==> src/rtl/cpu_seq_ctrl_if.sv <==
// Instruction / serial-ALU bus between the issuing CPU front end (master)
// and the bit-serial sequencing controller (slave).
interface cpu_seq_ctrl_if;
  // Instruction issue
  logic        instr_valid;
  logic [3:0]  opcode;
  logic [11:0] instr;
  logic        instr_drop;
  // Serial ALU feedback
  logic        alu_res_bit;
  logic        alu_cout;
  // Sequencing status
  logic        busy;
  logic        done;
  logic        illegal;
  // Datapath control
  logic        shift_en;
  logic [2:0]  bit_idx;
  logic [2:0]  alu_op;
  logic        carry_init;
  logic        b_sel;
  logic        imm_bit;
  logic [1:0]  rd_sel;
  logic [1:0]  rs_sel;
  logic        wb_en;
  logic        out_load;
  // Status flags
  logic        carry_flag;
  logic        zero_flag;

  modport master (
    output instr_valid, opcode, instr, alu_res_bit, alu_cout,
    input  instr_drop, busy, done, illegal, shift_en, bit_idx, alu_op,
           carry_init, b_sel, imm_bit, rd_sel, rs_sel, wb_en, out_load,
           carry_flag, zero_flag
  );

  modport slave (
    input  instr_valid, opcode, instr, alu_res_bit, alu_cout,
    output instr_drop, busy, done, illegal, shift_en, bit_idx, alu_op,
           carry_init, b_sel, imm_bit, rd_sel, rs_sel, wb_en, out_load,
           carry_flag, zero_flag
  );
endinterface

==> src/rtl/cpu_seq_ctrl.sv <==
// Bit-serial CPU sequencing controller: latches one instruction, walks the
// serial ALU LSB-first over 8 bits, then commits the result (or loads the
// output register) and signals completion. Flags are captured on the last bit.
module cpu_seq_ctrl (
  input  logic          clk,
  input  logic          rst_n,
  cpu_seq_ctrl_if.slave bus
);

  localparam logic [3:0] OP_NOP  = 4'd0;
  localparam logic [3:0] OP_ADD  = 4'd1;
  localparam logic [3:0] OP_SUB  = 4'd2;
  localparam logic [3:0] OP_AND  = 4'd3;
  localparam logic [3:0] OP_OR   = 4'd4;
  localparam logic [3:0] OP_XOR  = 4'd5;
  localparam logic [3:0] OP_LDI  = 4'd6;
  localparam logic [3:0] OP_ADDI = 4'd7;
  localparam logic [3:0] OP_OUT  = 4'd8;

  localparam logic [2:0] ALU_ADD   = 3'd0;
  localparam logic [2:0] ALU_SUB   = 3'd1;
  localparam logic [2:0] ALU_AND   = 3'd2;
  localparam logic [2:0] ALU_OR    = 3'd3;
  localparam logic [2:0] ALU_XOR   = 3'd4;
  localparam logic [2:0] ALU_PASSB = 3'd5;

  typedef enum logic [2:0] {
    S_IDLE   = 3'd0,
    S_DECODE = 3'd1,
    S_EXEC   = 3'd2,
    S_WB     = 3'd3,
    S_DONE   = 3'd4
  } state_t;

  state_t      state_q, state_d;
  logic [3:0]  opcode_q, opcode_d;
  logic [11:0] instr_q, instr_d;
  logic [2:0]  bit_idx_q, bit_idx_d;
  logic        carry_flag_q, carry_flag_d;
  logic        zero_flag_q, zero_flag_d;
  // Running "all result bits so far were zero" for the current EXEC pass
  logic        zero_acc_q, zero_acc_d;

  // Decoded properties of the latched opcode
  logic        is_alu;      // opcodes that write rd
  logic        is_out;
  logic        is_legal;
  logic        is_illegal;
  logic        carry_upd;   // carry_flag follows alu_cout on the last bit
  logic [2:0]  alu_op_c;
  logic        b_sel_c;
  logic        carry_init_c;

  // FSM-driven strobes
  logic        shift_en_c;
  logic        wb_en_c;
  logic        out_load_c;
  logic        done_c;
  logic        illegal_c;
  logic        imm_bit_c;

  logic [7:0]  imm8;
  logic        busy_c;

  assign imm8   = instr_q[11:4];
  assign busy_c = (state_q != S_IDLE);

  // State, latched instruction, bit counter and flags; reset clears all of it
  always_ff @(posedge clk or negedge rst_n) begin
    if (!rst_n) begin
      state_q      <= S_IDLE;
      opcode_q     <= 4'd0;
      instr_q      <= 12'd0;
      bit_idx_q    <= 3'd0;
      carry_flag_q <= 1'b0;
      zero_flag_q  <= 1'b0;
      zero_acc_q   <= 1'b0;
    end else begin
      state_q      <= state_d;
      opcode_q     <= opcode_d;
      instr_q      <= instr_d;
      bit_idx_q    <= bit_idx_d;
      carry_flag_q <= carry_flag_d;
      zero_flag_q  <= zero_flag_d;
      zero_acc_q   <= zero_acc_d;
    end
  end

  // Opcode decode into ALU function, operand-B source and carry preset
  always_comb begin
    is_alu       = (opcode_q >= OP_ADD) && (opcode_q <= OP_ADDI);
    is_out       = (opcode_q == OP_OUT);
    is_legal     = is_alu || is_out;
    is_illegal   = (opcode_q > OP_OUT);
    alu_op_c     = ALU_ADD;
    b_sel_c      = 1'b0;
    carry_init_c = 1'b0;
    carry_upd    = 1'b0;
    case (opcode_q)
      OP_ADD: begin
        alu_op_c  = ALU_ADD;
        carry_upd = 1'b1;
      end
      OP_SUB: begin
        // Two's-complement subtract: invert B in the ALU, carry-in of 1
        alu_op_c     = ALU_SUB;
        carry_init_c = 1'b1;
        carry_upd    = 1'b1;
      end
      OP_AND:  alu_op_c = ALU_AND;
      OP_OR:   alu_op_c = ALU_OR;
      OP_XOR:  alu_op_c = ALU_XOR;
      OP_LDI: begin
        alu_op_c = ALU_PASSB;
        b_sel_c  = 1'b1;
      end
      OP_ADDI: begin
        alu_op_c  = ALU_ADD;
        b_sel_c   = 1'b1;
        carry_upd = 1'b1;
      end
      OP_OUT: begin
        // rd is routed through B (rs_sel forced to rd) so it recirculates
        alu_op_c = ALU_PASSB;
        b_sel_c  = 1'b0;
      end
      default: begin
        alu_op_c = ALU_ADD;
      end
    endcase
  end

  // Next-state, datapath strobes and flag updates
  always_comb begin
    state_d      = state_q;
    opcode_d     = opcode_q;
    instr_d      = instr_q;
    bit_idx_d    = bit_idx_q;
    carry_flag_d = carry_flag_q;
    zero_flag_d  = zero_flag_q;
    zero_acc_d   = zero_acc_q;
    shift_en_c   = 1'b0;
    wb_en_c      = 1'b0;
    out_load_c   = 1'b0;
    done_c       = 1'b0;
    illegal_c    = 1'b0;
    imm_bit_c    = 1'b0;

    unique case (state_q)
      S_IDLE: begin
        if (bus.instr_valid) begin
          opcode_d = bus.opcode;
          instr_d  = bus.instr;
          state_d  = S_DECODE;
        end
      end
      S_DECODE: begin
        bit_idx_d  = 3'd0;
        zero_acc_d = 1'b1;
        state_d    = is_legal ? S_EXEC : S_DONE;
      end
      S_EXEC: begin
        shift_en_c = 1'b1;
        imm_bit_c  = imm8[bit_idx_q];
        zero_acc_d = zero_acc_q & ~bus.alu_res_bit;
        bit_idx_d  = bit_idx_q + 3'd1;
        if (bit_idx_q == 3'd7) begin
          // Last bit: the current result bit still counts toward zero
          if (carry_upd) begin
            carry_flag_d = bus.alu_cout;
          end
          if (is_alu) begin
            zero_flag_d = zero_acc_q & ~bus.alu_res_bit;
          end
          bit_idx_d = 3'd0;
          state_d   = S_WB;
        end
      end
      S_WB: begin
        wb_en_c    = is_alu;
        out_load_c = is_out;
        state_d    = S_DONE;
      end
      S_DONE: begin
        done_c    = 1'b1;
        illegal_c = is_illegal;
        state_d   = S_IDLE;
      end
      default: begin
        state_d = S_IDLE;
      end
    endcase
  end

  // Output drive; decode fields come from the latched (reset-cleared) opcode
  assign bus.busy       = busy_c;
  assign bus.done       = done_c;
  assign bus.illegal    = illegal_c;
  assign bus.instr_drop = bus.instr_valid && busy_c;
  assign bus.shift_en   = shift_en_c;
  assign bus.bit_idx    = bit_idx_q;
  assign bus.alu_op     = alu_op_c;
  assign bus.carry_init = carry_init_c;
  assign bus.b_sel      = b_sel_c;
  assign bus.imm_bit    = imm_bit_c;
  assign bus.rd_sel     = instr_q[1:0];
  assign bus.rs_sel     = is_out ? instr_q[1:0] : instr_q[3:2];
  assign bus.wb_en      = wb_en_c;
  assign bus.out_load   = out_load_c;
  assign bus.carry_flag = carry_flag_q;
  assign bus.zero_flag  = zero_flag_q;

endmodule

==> src/flat_wrapper.sv <==
// flat-port wrapper written by rule: the top's interface ports become plain ports
module cpu_seq_ctrl_flat 
  (clk, rst_n, bus_instr_valid, bus_opcode, bus_instr, bus_alu_res_bit, bus_alu_cout, bus_instr_drop, bus_busy, bus_done, bus_illegal, bus_shift_en, bus_bit_idx, bus_alu_op, bus_carry_init, bus_b_sel, bus_imm_bit, bus_rd_sel, bus_rs_sel, bus_wb_en, bus_out_load, bus_carry_flag, bus_zero_flag);
  cpu_seq_ctrl_if bus_i ();
  input  logic clk;
  input  logic rst_n;
  input wire logic [$bits(bus_i.instr_valid)-1:0] bus_instr_valid;
  input wire logic [$bits(bus_i.opcode)-1:0] bus_opcode;
  input wire logic [$bits(bus_i.instr)-1:0] bus_instr;
  input wire logic [$bits(bus_i.alu_res_bit)-1:0] bus_alu_res_bit;
  input wire logic [$bits(bus_i.alu_cout)-1:0] bus_alu_cout;
  output wire logic [$bits(bus_i.instr_drop)-1:0] bus_instr_drop;
  output wire logic [$bits(bus_i.busy)-1:0] bus_busy;
  output wire logic [$bits(bus_i.done)-1:0] bus_done;
  output wire logic [$bits(bus_i.illegal)-1:0] bus_illegal;
  output wire logic [$bits(bus_i.shift_en)-1:0] bus_shift_en;
  output wire logic [$bits(bus_i.bit_idx)-1:0] bus_bit_idx;
  output wire logic [$bits(bus_i.alu_op)-1:0] bus_alu_op;
  output wire logic [$bits(bus_i.carry_init)-1:0] bus_carry_init;
  output wire logic [$bits(bus_i.b_sel)-1:0] bus_b_sel;
  output wire logic [$bits(bus_i.imm_bit)-1:0] bus_imm_bit;
  output wire logic [$bits(bus_i.rd_sel)-1:0] bus_rd_sel;
  output wire logic [$bits(bus_i.rs_sel)-1:0] bus_rs_sel;
  output wire logic [$bits(bus_i.wb_en)-1:0] bus_wb_en;
  output wire logic [$bits(bus_i.out_load)-1:0] bus_out_load;
  output wire logic [$bits(bus_i.carry_flag)-1:0] bus_carry_flag;
  output wire logic [$bits(bus_i.zero_flag)-1:0] bus_zero_flag;
  assign bus_i.instr_valid = bus_instr_valid;
  assign bus_i.opcode = bus_opcode;
  assign bus_i.instr = bus_instr;
  assign bus_i.alu_res_bit = bus_alu_res_bit;
  assign bus_i.alu_cout = bus_alu_cout;
  assign bus_instr_drop = bus_i.instr_drop;
  assign bus_busy = bus_i.busy;
  assign bus_done = bus_i.done;
  assign bus_illegal = bus_i.illegal;
  assign bus_shift_en = bus_i.shift_en;
  assign bus_bit_idx = bus_i.bit_idx;
  assign bus_alu_op = bus_i.alu_op;
  assign bus_carry_init = bus_i.carry_init;
  assign bus_b_sel = bus_i.b_sel;
  assign bus_imm_bit = bus_i.imm_bit;
  assign bus_rd_sel = bus_i.rd_sel;
  assign bus_rs_sel = bus_i.rs_sel;
  assign bus_wb_en = bus_i.wb_en;
  assign bus_out_load = bus_i.out_load;
  assign bus_carry_flag = bus_i.carry_flag;
  assign bus_zero_flag = bus_i.zero_flag;
  cpu_seq_ctrl u_core (.clk(clk), .rst_n(rst_n), .bus(bus_i));
endmodule
==> config.mk <==
export PLATFORM = sky130hd
export DESIGN_NAME = cpu_seq_ctrl_flat
export DESIGN_NICKNAME = d
export VERILOG_FILES = /design/src/rtl/cpu_seq_ctrl_if.sv /design/src/rtl/cpu_seq_ctrl.sv /design/src/flat_wrapper.sv
export SDC_FILE = /design/constraint.sdc
export NUM_CORES = 1
export LEC_CHECK = 0
export ABC_AREA = 1
export CAP_MARGIN = 20
export CORE_ASPECT_RATIO = 1.5
export CORE_UTILIZATION = 35
export CTS_BUF_LIST = sky130_fd_sc_hd__clkbuf_4
export CTS_CLUSTER_SIZE = 12
export DETAILED_ROUTE_END_ITERATION = 8
export PLACE_DENSITY = 0.77
export SLEW_MARGIN = 25
export SYNTH_ARGS = -nofsm -noshare
export SYNTH_HDL_FRONTEND = slang
export SYNTH_SLANG_ARGS = --single-unit
==> constraint.sdc <==
create_clock -name clk -period 1.2 [get_ports clk]
set_input_delay 0.24 -clock clk [delete_from_list [all_inputs] [get_ports clk]]
set_output_delay 0.24 -clock clk [all_outputs]
set_load 0.05 [all_outputs]
After elaboration in Yosys (flattened, before gate mapping):

Cells that the tools add are included.

* bitwise gates (word level): 2
* add/subtract/negate cells: 1
* muxes and demuxes: 20
* reduce and logical (&&, ||, !) cells: 13
* magnitude comparators: 4
* eq/ne operators: 15

Operator list (number)
* $eq 4x3->1 const B: 4
* $pmux 3 s5: 1
* $mux 3: 4
* $pmux 3 s4: 1
* $mux 1: 10
* $eq 4x2->1 const B: 2
* $eq 3x2->1 const B: 2
* $eq 3x3->1 const B: 2
* $pmux 3 s2: 1
* $reduce_and 3->1: 2
* $eq 4x1->1 const B: 1
* $eq 4x4->1 const B: 1
* $ge 4x1->1 const B: 1
* $gt 4x4->1 const B: 1
* $le 4x3->1 const B: 1
* $lt 3x4->1 const B: 1
* $reduce_and 2->1: 2
* $reduce_or 2->1: 2
* $add 3x1->3 const B: 1
* $bmux 1 s3: 1
* $eq 3x1->1 const B: 1
* $logic_not 3->1: 1
* $reduce_bool 3->1: 1
* $reduce_or 3->1: 1
* 9 further kinds: 10

* input bits: 21
* output and inout bits: 22
* logic and storage cells: 62
* flip-flop bits (word level): 25

Depth between registers and ports, before layout:

Gate-level depths: netlist (run 1).

* word-level depth: 5
* depth in mapped cells: 7
* mapped depth without buffers: 7

Worst setup path after synthesis (run 1):

Ideal clock, no wire load.

* path type: register to output
* start: register u_core.opcode_q[3]
* end: output port bus_alu_op[2]
* stages on the path, launching flop included: 4
* arrival time: 1828 ps
* buffers on the path: 0
* data required time: 960 ps
* path slack: -868 ps
* cells stage by stage: dfrtp_1 inv_1 nand2_1 o31ai_1

* word-level cells in the longest chain between the ends: 3
* elaborated cells on any way between the ends: 8
* classes of those cells: eq/ne (6); mux (1); reduce/logical (1)

RTL lines
* start, declared: line cpu_seq_ctrl.sv:36 `logic [3:0] opcode_q, opcode_d;`
* start signal, assigned: line cpu_seq_ctrl.sv:80 `opcode_q <= opcode_d;`
* $eq 4x3->1 / $eq 4x4->1 (equally long branches): line cpu_seq_ctrl.sv:99 `case (opcode_q)`
* $reduce_or 2->1 (no source line)
* $pmux 3 s5 *: line cpu_seq_ctrl.sv:99
* end, declared: line flat_wrapper.sv:18 `output wire logic [$bits(bus_i.alu_op)-1:0] bus_alu_op;`

Every way passes the cells marked *; elsewhere a longest branch is shown, timed or not.

Final worst setup path (run 1):

* start: register u_core.bit_idx_q[0], in the netlist u_core.bus.bit_idx[0]
* end: output port bus_imm_bit

* word-level cells in the longest chain between the ends: 3

RTL lines
* start, declared: line cpu_seq_ctrl.sv:38 `logic [2:0] bit_idx_q, bit_idx_d;`
* start signal, assigned: line cpu_seq_ctrl.sv:82 `bit_idx_q <= bit_idx_d;`
* $bmux 1 s3: line cpu_seq_ctrl.sv:164 `imm_bit_c = imm8[bit_idx_q];`
* $mux 1 (implied by the code): line cpu_seq_ctrl.sv:164
* $mux 1: line cpu_seq_ctrl.sv:149 `unique case (state_q)`
* end, declared: line flat_wrapper.sv:21 `output wire logic [$bits(bus_i.imm_bit)-1:0] bus_imm_bit;`

Every way passes these cells. The select of a mux whose other input is x is not followed.

==> results of run 1 <==
through the flow:
step	utilization [%]	cells	area [µm²]	setup WS, ps	power, W
final	77.0	301	2890	-553	0.00788
after global routing	77.0	301	2890	-634	0.00832
after CTS	70.4	294	2640	-489	0.00703
after detailed placement	64.8	283	2430	-174	0.00616
after global placement	64.8	283	2430	-168	0.00605
after floorplan	-	169	1510	-416	0.00403
what timing repair did:
action                                  in CTS  in global routing
gates resized for setup                     40                 62
endpoints found under the setup margin      42                 46
buffers inserted                             7                 10
pin swaps                                    9                 14
cell type report:
type | instances | area, µm²
fill | 226 | 863
timing repair buffer | 90 | 1110
clock inverter | 1 | 5.00
tap | 43 | 53.8
clock buffer | 3 | 22.5
sequential | 25 | 636
multi-input combinational | 108 | 927
inverter | 31 | 135
Yosys cell counts:
library cell	count	share of area [%]
sky130_fd_sc_hd__nand3_4	1	1.3
sky130_fd_sc_hd__a22oi_2	1	0.89
sky130_fd_sc_hd__inv_1	29	7.8
sky130_fd_sc_hd__o21ai_1	3	1.1
sky130_fd_sc_hd__nand2_1	40	11
sky130_fd_sc_hd__dfrtp_1	25	45
sky130_fd_sc_hd__a21boi_0	1	0.54
sky130_fd_sc_hd__nor2_2	10	4.5
sky130_fd_sc_hd__nor2_1	11	2.9
sky130_fd_sc_hd__buf_6	3	2.4
sky130_fd_sc_hd__o21ai_0	4	1.4
sky130_fd_sc_hd__ha_1	2	1.8
sky130_fd_sc_hd__o211ai_1	1	0.54
sky130_fd_sc_hd__nand2_2	1	0.45
sky130_fd_sc_hd__a21oi_2	12	7.5
sky130_fd_sc_hd__nor3_1	1	0.36
sky130_fd_sc_hd__buf_4	2	1.1
sky130_fd_sc_hd__o31ai_1	1	0.54
sky130_fd_sc_hd__inv_2	2	0.54
sky130_fd_sc_hd__nand3_1	12	4.3
sky130_fd_sc_hd__o21ai_2	4	2.5
sky130_fd_sc_hd__nand3_2	1	0.71
sky130_fd_sc_hd__nor2_4	2	1.6
registers in the layout (all words and copies together) (netlist names):
name,flops
u_core.opcode_q,4
u_core.bus.bit_idx,3
u_core.state_q,3
u_core.bus.zero_flag,1
u_core.zero_acc_q,1
u_core.bus.carry_flag,1
u_core.instr_q,12
worst max path at each step:
| stage | from | to | depth (start not counted) |
|---|---|---|---|
| global route | u_core.bus.bit_idx[0] | bus_imm_bit | 7 |
| detailed placement | bus_instr_valid | u_core.opcode_q[1] | 5 |
| global placement | bus_instr_valid | bus_instr_drop | 3 |
| floorplan | u_core.opcode_q[3] | bus_alu_op[0] | 3 |
| finish | u_core.bus.bit_idx[0] | bus_imm_bit | 6 |
| CTS | u_core.opcode_q[0] | bus_out_load | 5 |
power groups by stage:
stage | combinational (W) | sequential, W | clock [W]
finish | 0.00591 | 0.00158 | 0.000396
global route | 0.00625 | 0.00161 | 0.000452
CTS | 0.00515 | 0.00149 | 0.000390
detailed placement | 0.00466 | 0.00149 | 0
global placement | 0.00457 | 0.00148 | 0
floorplan | 0.00246 | 0.00157 | 0
critical path, stage by stage, from the launching register on:
cell,delay (ps)
sky130_fd_sc_hd__dfrtp_2,510
sky130_fd_sc_hd__nand2_1,130
sky130_fd_sc_hd__nand3_2,100
sky130_fd_sc_hd__nand3_2,70
sky130_fd_sc_hd__nand2_2,70
sky130_fd_sc_hd__nor2_4,140
sky130_fd_sc_hd__buf_12,140
kinds of logic (layout without fill, tap and decap cells):
group,Yosys count,after routing,share of synthesized area [%]
buffers and inverters,36,125,11.8
adders and majority gates,2,2,1.79
AOI/OAI and AO/OA,27,27,15.0
and+or+nand+nor,79,79,26.8
DFF,25,25,44.6
metal layers:
metal,up-vias,wire length [µm],part of all wire (%)
li1,703,-,-
met1,701,1690,37
met2,43,2570,56
met3,16,105,2.3
met4,0,193,4.2
met5,-,0,0
==> results.md, run 1 <==
- The clock passes through at most 2 buffers.
- The total count of max-transition violations in the final report came to 0.
- Synthesis inferred 25 register bits.
- The routed via count is 1,463.
- The synthesized area per cell is approximately 8.3 µm².
- Global routing consumed, on the met3 layer, roughly 1.3% of the routing resources.
- The sequential fraction of design power is 20.0%.
- The global-route track usage on met2 is between 30% and 40%.
- The number of different library cells used by synthesis comes to 23.
- The startpoint identified for the worst register-to-register timing path is u_core.bus.bit_idx[0].
- The class of the worst hold path is in -> async.
- The via count of the first global-routing pass is 1,424.
- The switching part of the total is 47.0%.
- The met1 track demand over resource is 21.5%.
- From synthesis to final layout, the design area changed by 106%.
- The clock insertion delay at the later pin of the skew report is roughly 330 ps.
- For this configuration, the core starts out at a cell density of 37.4%.
- The routability congestion estimate is ~0.76.
- In this run the power spent charging and discharging nets is 0.00370 W.
- The most congested layer reported by global routing is met2.
- Per report_power, the clock group accounts for around 5.0% of the total.
- During placement, the flow inserted port buffers numbering 42.
- After synthesis, flip-flops and latches occupy 44.6% of the total area.
- The share of power burned in combinational logic is around 75%.
- The actual transition at the worst max-transition pin is about 280 ps.
- The pre-antenna-repair detailed-routing pass consisted of 4 iterations.
- For this run, the top clock speed supported by timing is ~570 MHz.
- In this run the standard cell core region covers 3750 µm².
- The largest net degree at the start of global routing is 26.
- In this run the tightest slew margin relative to its limit is between 80% and 90%.
- The worst register-to-register path ends at u_core.bus.zero_flag.
- Hold is met by 257 ps.
- The smallest setup slack after layout is -553 ps.
- Setup violations remaining at the end of the flow were counted as 44.
- 0 antenna diodes ended up in the layout.
- After detailed routing, the number of vias per cell comes to a little under 5.
- The net count after synthesis is about 190.
- The power per standard cell area is ~2700 nW/µm².
- After technology mapping, the gate count stands at about 170.
- For the worst setup path, the data arrival time is ~1500 ps.
- The sum of negative setup slack is -12,220 ps.
- Of the cells placed in the final design, the portion with a size suffix greater than 1 is a little under 70%.
- The reported leakage power is between 1 and 1.5 nW.
- The count of maximum capacitance violations is 0.
- For this run, the total global-route usage over all layers was measured as 19.6%.
- The path depth of the worst reg2reg path is 10.
- The number of H-tree branching levels is 1.
- During synthesis, Yosys emitted a total of 0 warnings.
- Buffers inserted during clock tree synthesis total 3.
- Clock skew on the completed layout was measured at about 11 ps.
- The overall die area is around 4300 µm².
- After floorplanning, the core was divided into 27 placement rows.
- Counting I/O delays and the setup requirement, the final critical path takes 1750 ps.
- The type of the worst setup path is reg -> out.
- The category of the worst setup path capture point is an output port.
- The setup check on the worst reg-to-reg path leaves a slack of -340 ps.
- The initial antenna violation count is 0.
- The flow ran to the end, but the final reports show violations.
- The first global-routing pass estimated between 6000 and 7000 µm of wire.
- The number of top-level pins is 43.
- Detailed placement ended at an HPWL of about 2700 µm.
- The post-synthesis cell area is approximately 1400 µm².
- After the last flow step, the layout net total stands at between 200 and 300.
- CTS saw 25 sinks.
- Leaving out fill and tap cells, the most frequent cells in the layout are sky130_fd_sc_hd__buf_4 (28), sky130_fd_sc_hd__buf_12 (22), sky130_fd_sc_hd__nand2_2 (20), sky130_fd_sc_hd__clkdlybuf4s50_1 (20).
- Of the available clock period, the critical path in the final layout requires 146%.
- The die is 53.7 µm wide.
- The worst-case vdd ir drop is just over 0.002 V.
- The internal portion of total power is about 0.0042 W.
- Setup repair after global routing could not meet its margin everywhere.
- Clock-pin slew was measured on the worst setup and hold paths at roughly 150 ps.
- The commonest non-fill, non-tap cell in the layout is sky130_fd_sc_hd__buf_4.
- TritonCTS built the clock tree.
- Measured along the y axis, the die boundary spans roughly 79 µm.
- In the routed design, unresolved DRC markers number 0.
- In this run, post-CTS hold repair placed 0 buffers.
- In this run the remaining antenna-violating nets after routing total 0.
- The worst endpoint required time is 960 ps.
- The wire length per cell after detailed routing is approximately 15 µm.
- For this block, the initial DRC count from the detailed router was 31.
- The worst setup path is launched from a flip-flop.
- Of all nets on the critical path, the largest fanout is 7.
- The CTS root buffer is sky130_fd_sc_hd__clkbuf_4.
- The number of hold violations in the final report is 0.
- Summed over all layers, the global routing overflow is 0.
- The final reports fail on setup timing.
- The post-detailed-routing wire length is 4560 µm.
Power figures use the tool's default switching activity.
==> run 2: changes to the inputs <==
- PLACE_DENSITY: 0.77 -> 0.75
- clock period: 1.2 -> 2 ns (I/O delays scaled with it)
==> results.md, run 2 (synthesized netlist as in run 1, its figures left out) <==
- The run finished with clean final reports.
- The later pin in the worst-skew pair is clocked with a latency of ~300 ps.
- The post-cts hold buffer count is 0.
- The beginning of the worst register-to-register path is u_core.state_q[2].
- Before CTS, the worst setup slack after placement is about 230 ps.
- The count of nets left with antenna violations once routing finished came out at 0.
- The reported leakage power is around 0.99 nW.
- The library cell used most frequently in the layout, excluding fill and tap cells, is sky130_fd_sc_hd__nand2_1.
- The total count of max-transition violations in the final report was 0.
- Global routing consumed, over all layers together, between 10% and 20% of the routing resources.
- The smallest setup slack after layout is ~70 ps.
- The category of the worst setup path capture point is an output port.
- The global-route wire length before repair is slightly below 5000 µm.
- On the worst path, the slowest cell contributes a delay of 450 ps.
- The slowest stage of the critical path belongs to the cell sky130_fd_sc_hd__dfrtp_1.
- Before antenna repair, the detailed router went through 4 iterations.
- After routing the design area is between 2000 and 2500 µm².
- The longest clock path from root to sink contains 2 buffers.
- The total area inside the core boundary comes to approximately 3700 µm².
- The number of buffers created by CTS is 3.
- The total placed instance area is 1980 µm².
- TritonCTS built the clock tree.
- The routed via count is roughly 1,200.
- From synthesis to final layout, the design area changed by 47.0%.
- The min-delay analysis places its worst path in the category in -> async.
- The worst-case vdd ir drop is 0.00120 V.
- After global routing the overflow that remains totals 0.
- Data on the critical path is required at its endpoint by between 1500 and 2000 ps.
- The DRC violations left is 0.
- The clock drives 25 sinks.
- STA classifies the critical path startpoint as a flip-flop.
- For this block, the initial DRC count from the detailed router was 21.
- The repair_antennas step left the layout with diodes totalling 0.
- In this run the worst path has a maximum fanout of 5.
- Clock-pin slew was measured on the worst setup and hold paths at around 130 ps.
- The congestion estimate from routability-driven global placement came to between 0.7 and 0.8.
- Detailed placement ended at an HPWL of approximately 2300 µm.
- The wire length per cell after detailed routing is 11.7 µm.
- Excluding fillers, the count of instances in the completed layout stands at around 260.
- The highest attainable clock frequency is ~520 MHz.
- The starting density of the core is a little under two fifths.
- On the critical path the largest part of the delay comes from flip-flops.
- The register with the most flip-flops in the layout has 12 of them.
- At the worst endpoint, the arrival time is about 1500 ps.
- The number of hold violations in the final report came to 0.
- The routed via count divided by cell count is around 4.6.
- The die height is approximately 79 µm.
- The total placed cells including tap cells is 251.
- During I/O placement, the number of pins put on the boundary was 43.
- Measured along the x axis, the die boundary spans approximately 54 µm.
- Across the routed clock network, the largest skew measured is between 2 and 2.5 ps.
- In this run the critical register-to-register path is captured at u_core.opcode_q[0].
- Adding up every negative setup slack in the final design gives 0 ps.
- The actual transition at the worst max-transition pin is 511 ps.
- The initial antenna violation count is 0.
- The root buffer cell chosen for the clock tree is sky130_fd_sc_hd__clkbuf_4.
- The critical path in this run is classified as reg -> out.
- CTS built an H-tree with a depth of 1.
- The fraction of layout instances using a drive strength above 1 is a little under a third.
- The via count of the first global-routing pass came to 1,170.
- Setup repair after global routing could not meet its margin everywhere.
- The total number of nets in the final design is about 240.
- The final-report setup violation count is 0.
- The cell row count is 27.
- Max-cap violations in this run came to 0.
- Entering global routing, the biggest net connects 34 pins.
- The relative slew slack is roughly 66%.
- Counting both buffers and inverters, the worst setup path holds a total of 2.
- Leaving out fill and tap cells, the most frequent cells in the layout are sky130_fd_sc_hd__nand2_1 (40), sky130_fd_sc_hd__inv_1 (26), sky130_fd_sc_hd__clkdlybuf4s50_1 (24).
- The overall die area is about 4300 µm².
- The worst path needs approximately 1900 ps of the cycle, external delays included.
- The power per standard cell area is between 1500 and 2000 nW/µm².
- The register with the most flip-flops in the final layout is u_core.instr_q.
- The quantity of I/O buffers inserted on ports is 42.
- The path depth of the worst reg2reg path is 6.
- Walking the worst path, the cells encountered are inv_2, nand2_1, o211ai_1, buf_12.
- The fraction of the cycle the final worst path needs is 96.6%.
- The largest registers in the layout are u_core.instr_q x12, u_core.opcode_q x4.
- The setup slack of the worst register-to-register path is a little over 700 ps.
- The post-detailed-routing wire length is about 3000 µm.
run 2: where the power goes:
group / internal, W / switching, W
Combinational: 0.000842 / 0.00134
Clock: 0.0000911 / 0.000139
Sequential: 0.000719 / 0.000167
run 2: worst max path at each step:
| stage | startpoint | endpoint | slack [ps] | cells past startpoint |
|---|---|---|---|---|
| 2_1_floorplan | u_core.state_q[0] | bus_imm_bit | 130 | 5 |
| 3_3_place_gp | bus_instr_valid | bus_instr_drop | 240 | 3 |
| 3_5_place_dp | bus_instr_valid | bus_instr_drop | 230 | 3 |
| 4_1_cts | u_core.state_q[0] | bus_imm_bit | 20 | 6 |
| 5_1_grt | u_core.opcode_q[1] | bus_rs_sel[1] | -10 | 6 |
| 6_report | u_core.opcode_q[3] | bus_alu_op[0] | 70 | 4 |
run 2: per-layer routing:
| metal | part of all wire [%] | track usage (%) | vias up |
|---|---|---|---|
| met5 | 0 | 0 | - |
| met3 | 2.3 | 1.33 | 4 |
| met1 | 39 | 16.9 | 558 |
| met4 | 1.6 | 6.32 | 0 |
| li1 | - | - | 614 |
| met2 | 57 | 28.8 | 21 |
run 2: through the flow:
step                      util, %  hold slack (ps)  total power (W)
final                        54.9              439          0.00330
after floorplan                 -              104          0.00230
after global placement       52.7              467          0.00296
after CTS                    53.9              449          0.00325
after global routing         54.9              455          0.00352
after detailed placement     52.7              459          0.00301
run 2: repair_timing:
action	CTS	global route
resized for setup	4	7
pin swaps	0	3
setup endpoints to repair	4	5
buffers inserted	0	3
run 2: cell type report:
type                       count  area (µm²)
tap                           43        53.8
clock buffer                   4        30.0
fill                         356        1690
timing repair buffer          47         577
sequential                    25         628
multi-input combinational    108         649
inverter                      31         121
==> run 3: changes to the inputs <==
- HOLD_SLACK_MARGIN: not set -> 0.06
- RECOVER_POWER: not set -> 50
==> results.md, run 3 (synthesized netlist as in run 1, its figures left out) <==
- The floorplan has 27 rows.
- The library cell used most frequently in the layout, excluding fill and tap cells, is sky130_fd_sc_hd__nand2_1.
- The type of the worst setup path is reg -> out.
- Max-cap violations in this run came to 0.
- The number of top-level pins is between 40 and 50.
- CTS built an H-tree with a depth of 1.
- The clock period could shrink to a little under 2000 ps.
- Net switching is 50.0% of the power.
- Along the worst path, the maximum fanout reaches 5.
- The fraction of the cycle the final worst path needs is 96.6%.
- Based on the critical path, the design can be clocked at up to about 520 MHz.
- For this configuration, the core starts out at a cell density of approximately 37%.
- Summed over all nets, the switching power comes to roughly 0.0016 W.
- The routability congestion estimate is roughly 0.78.
- The global-route wire length before repair is 4930 µm.
- Setup violations remaining at the end of the flow were counted as 0.
- In this run the static leakage power is between 0.9 and 1 nW.
- STA classifies the critical path startpoint as a flip-flop.
- The number of hold violations in the final report is 0.
- Traced cell by cell, the critical path runs through inv_2, nand2_1, o211ai_1, buf_12.
- The detailed router finished its first iteration with 21 violations.
- The CTS root buffer is sky130_fd_sc_hd__clkbuf_4.
- The die is 53.7 µm wide.
- The internal portion of total power is approximately 0.0017 W.
- IR analysis of the VDD net gives a maximum drop of approximately 0.0012 V.
- More flip-flops sit in one register than any other, and that register is u_core.instr_q.
- The total number of nets in the final design is around 240.
- The clock passes through at most 2 buffers.
- The sequential fraction of design power is a little over a quarter.
- The global routing usage summed across all routing layers is roughly 15%.
- Setup total negative slack on the finished layout was measured at 0 ps.
- The fraction of layout instances using a drive strength above 1 is around a third.
- The flip-flop count of the largest register, all copies and words added is 12.
- After detailed routing, the average wire length per cell comes to roughly 12 µm.
- The quantity of I/O buffers inserted on ports is 42.
- The via count of the first global-routing pass is 1,170.
- In this run the standard cell core region covers 3750 µm².
- The share of power burned in combinational logic is roughly two thirds.
- The die height is ~79 µm.
- Setup repair after global routing could not meet its margin everywhere.
- The largest single stage delay on the critical path is 450 ps.
- At the worst endpoint, the required time is 1600 ps.
- The routed via count divided by cell count is around 4.6.
- Measured against its own limit, the worst slew margin works out to ~66%.
- In the final layout, the registers with the most flip-flops are u_core.instr_q x12, u_core.opcode_q x4.
- The clock insertion delay at the later pin of the skew report is ~300 ps.
- The overall die area is roughly 4300 µm².
- The class of the worst hold path is reg -> reg.
- Buffers inserted during clock tree synthesis total 3.
- The cell with the biggest individual delay on the critical path is sky130_fd_sc_hd__dfrtp_1.
- The count of antenna diodes in the layout is 0.
- Dividing total power by cell area gives a power density of 1600 nW/µm².
- STA puts the critical path data arrival time at ~1500 ps.
- After detailed routing, the total wire length is about 3000 µm.
- The detail route stage leaves a number of antenna-violating nets equal to 0.
- The DRC violations left is 0.
- The run finished with clean final reports.
- The initial antenna violation count came to 0.
- The category of the worst setup path capture point is an output port.
- Global routing finished with a remaining overflow of 0.
- The total placed cells including tap cells is 251.
- The number of fill cells is about 360.
- For the pin with the worst max-slew slack, the measured transition is between 500 and 600 ps.
- The tree built by TritonCTS fans out to 25 sinks.
- Relative to the synthesized area, the layout overhead comes to 47.0%.
- The final route contains ~1,200 vias.
- The count of placed standard cells in the final layout, fillers left out is between 200 and 300.
- The worst clock skew is roughly 2.1 ps.
- The detailed placer's ending HPWL is 2310 µm.
- The total count of max-transition violations in the final report is 0.
- The largest net degree at the start of global routing is 34.
- TritonCTS built the clock tree.
- In the layout the commonest cells are sky130_fd_sc_hd__nand2_1 (40), sky130_fd_sc_hd__inv_1 (26), sky130_fd_sc_hd__clkdlybuf4s50_1 (23), sky130_fd_sc_hd__dfrtp_1 (23), sky130_fd_sc_hd__buf_12 (13).
- The portion of total power attributed to the clock network is 7.0%.
- The number of iterations in the first detailed-routing pass is 4.
- The clock edge transition at the registers on the reported setup and hold paths is ~130 ps.
==> run 3: changes by cell type in the layout (fill, tap and decap cells not counted) <==
| cell | change |
|---|---|
| sky130_fd_sc_hd__dlygate4sd3_1 | +1 |
| sky130_fd_sc_hd__clkdlybuf4s50_1 | -1 |
==> run 3: repair_timing <==
| action | 4_1_cts | 5_1_grt |
|---|---|---|
| setup endpoints to repair | 4 | 5 |
| setup buffers | 0 | 3 |
| gates resized for setup | 4 | 7 |
| hold buffers | 0 | 0 |
| endpoints found under the hold margin | 0 | 0 |
| pin swaps | 0 | 3 |
| cloned | 0 | 0 |
==> run 3: final timing paths <==
check | endpoint | from | slack, ps | cells past startpoint
worst max-delay path | bus_alu_op[0] | u_core.opcode_q[3] | 70 | 4
worst min register to register | u_core.instr_q[2] | u_core.instr_q[2] | 500 | 2
min in group asynchronous | u_core.instr_q[5] | rst_n | 510 | 2
worst max register to register | u_core.opcode_q[0] | u_core.state_q[2] | 710 | 6
worst min-delay path | u_core.instr_q[2] | u_core.instr_q[2] | 500 | 2
max in group asynchronous | u_core.state_q[0] | rst_n | 1230 | 2
==> run 3: power groups by stage <==
stage                     Combinational, W  Clock (W)  Sequential (W)
final                              0.00219   0.000230        0.000886
after global routing               0.00234   0.000268        0.000913
after CTS                          0.00213   0.000237        0.000883
after detailed placement           0.00212          0        0.000885
after global placement             0.00209          0        0.000870
after floorplan                    0.00138          0        0.000920
==> run 3: critical path: cells and delay by family (launching register included) <==
family	cells	cell delay (ps)
flip-flops	1	450
AO/OA/AOI/OAI	1	330
AND/OR/NAND/NOR	1	140
buffers and inverters	2	300
==> run 3: final cells by class <==
class | count | area, µm² | share of cell area [%]
multi-input cells | 108 | 649 | 31.5
repair buffers | 47 | 577 | 28.0
flip-flops and latches | 25 | 628 | 30.5
inverters | 31 | 121 | 5.89
well taps | 43 | 53.8 | 2.61
clock buffers | 4 | 30.0 | 1.46
==> run 3: routing by layer <==
metal	track usage (%)	up-vias	wire length [µm]
met5	0	-	0
li1	-	614	-
met4	6.32	0	48
met1	16.9	558	1170
met2	28.8	21	1720
met3	1.33	4	70
==> run 3: stage by stage <==
stage / total power [W] / util [%] / hold WS (ps) / cell area [µm²] / worst slack, ps
global route: 0.00352 / 54.9 / 517 / 2060 / -9.87
finish: 0.00330 / 54.9 / 499 / 2060 / 68.4
global placement: 0.00296 / 52.7 / 467 / 1980 / 241
CTS: 0.00325 / 53.9 / 449 / 2020 / 19.4
floorplan: 0.00230 / - / 104 / 1420 / 131
detailed placement: 0.00301 / 52.7 / 459 / 1980 / 231
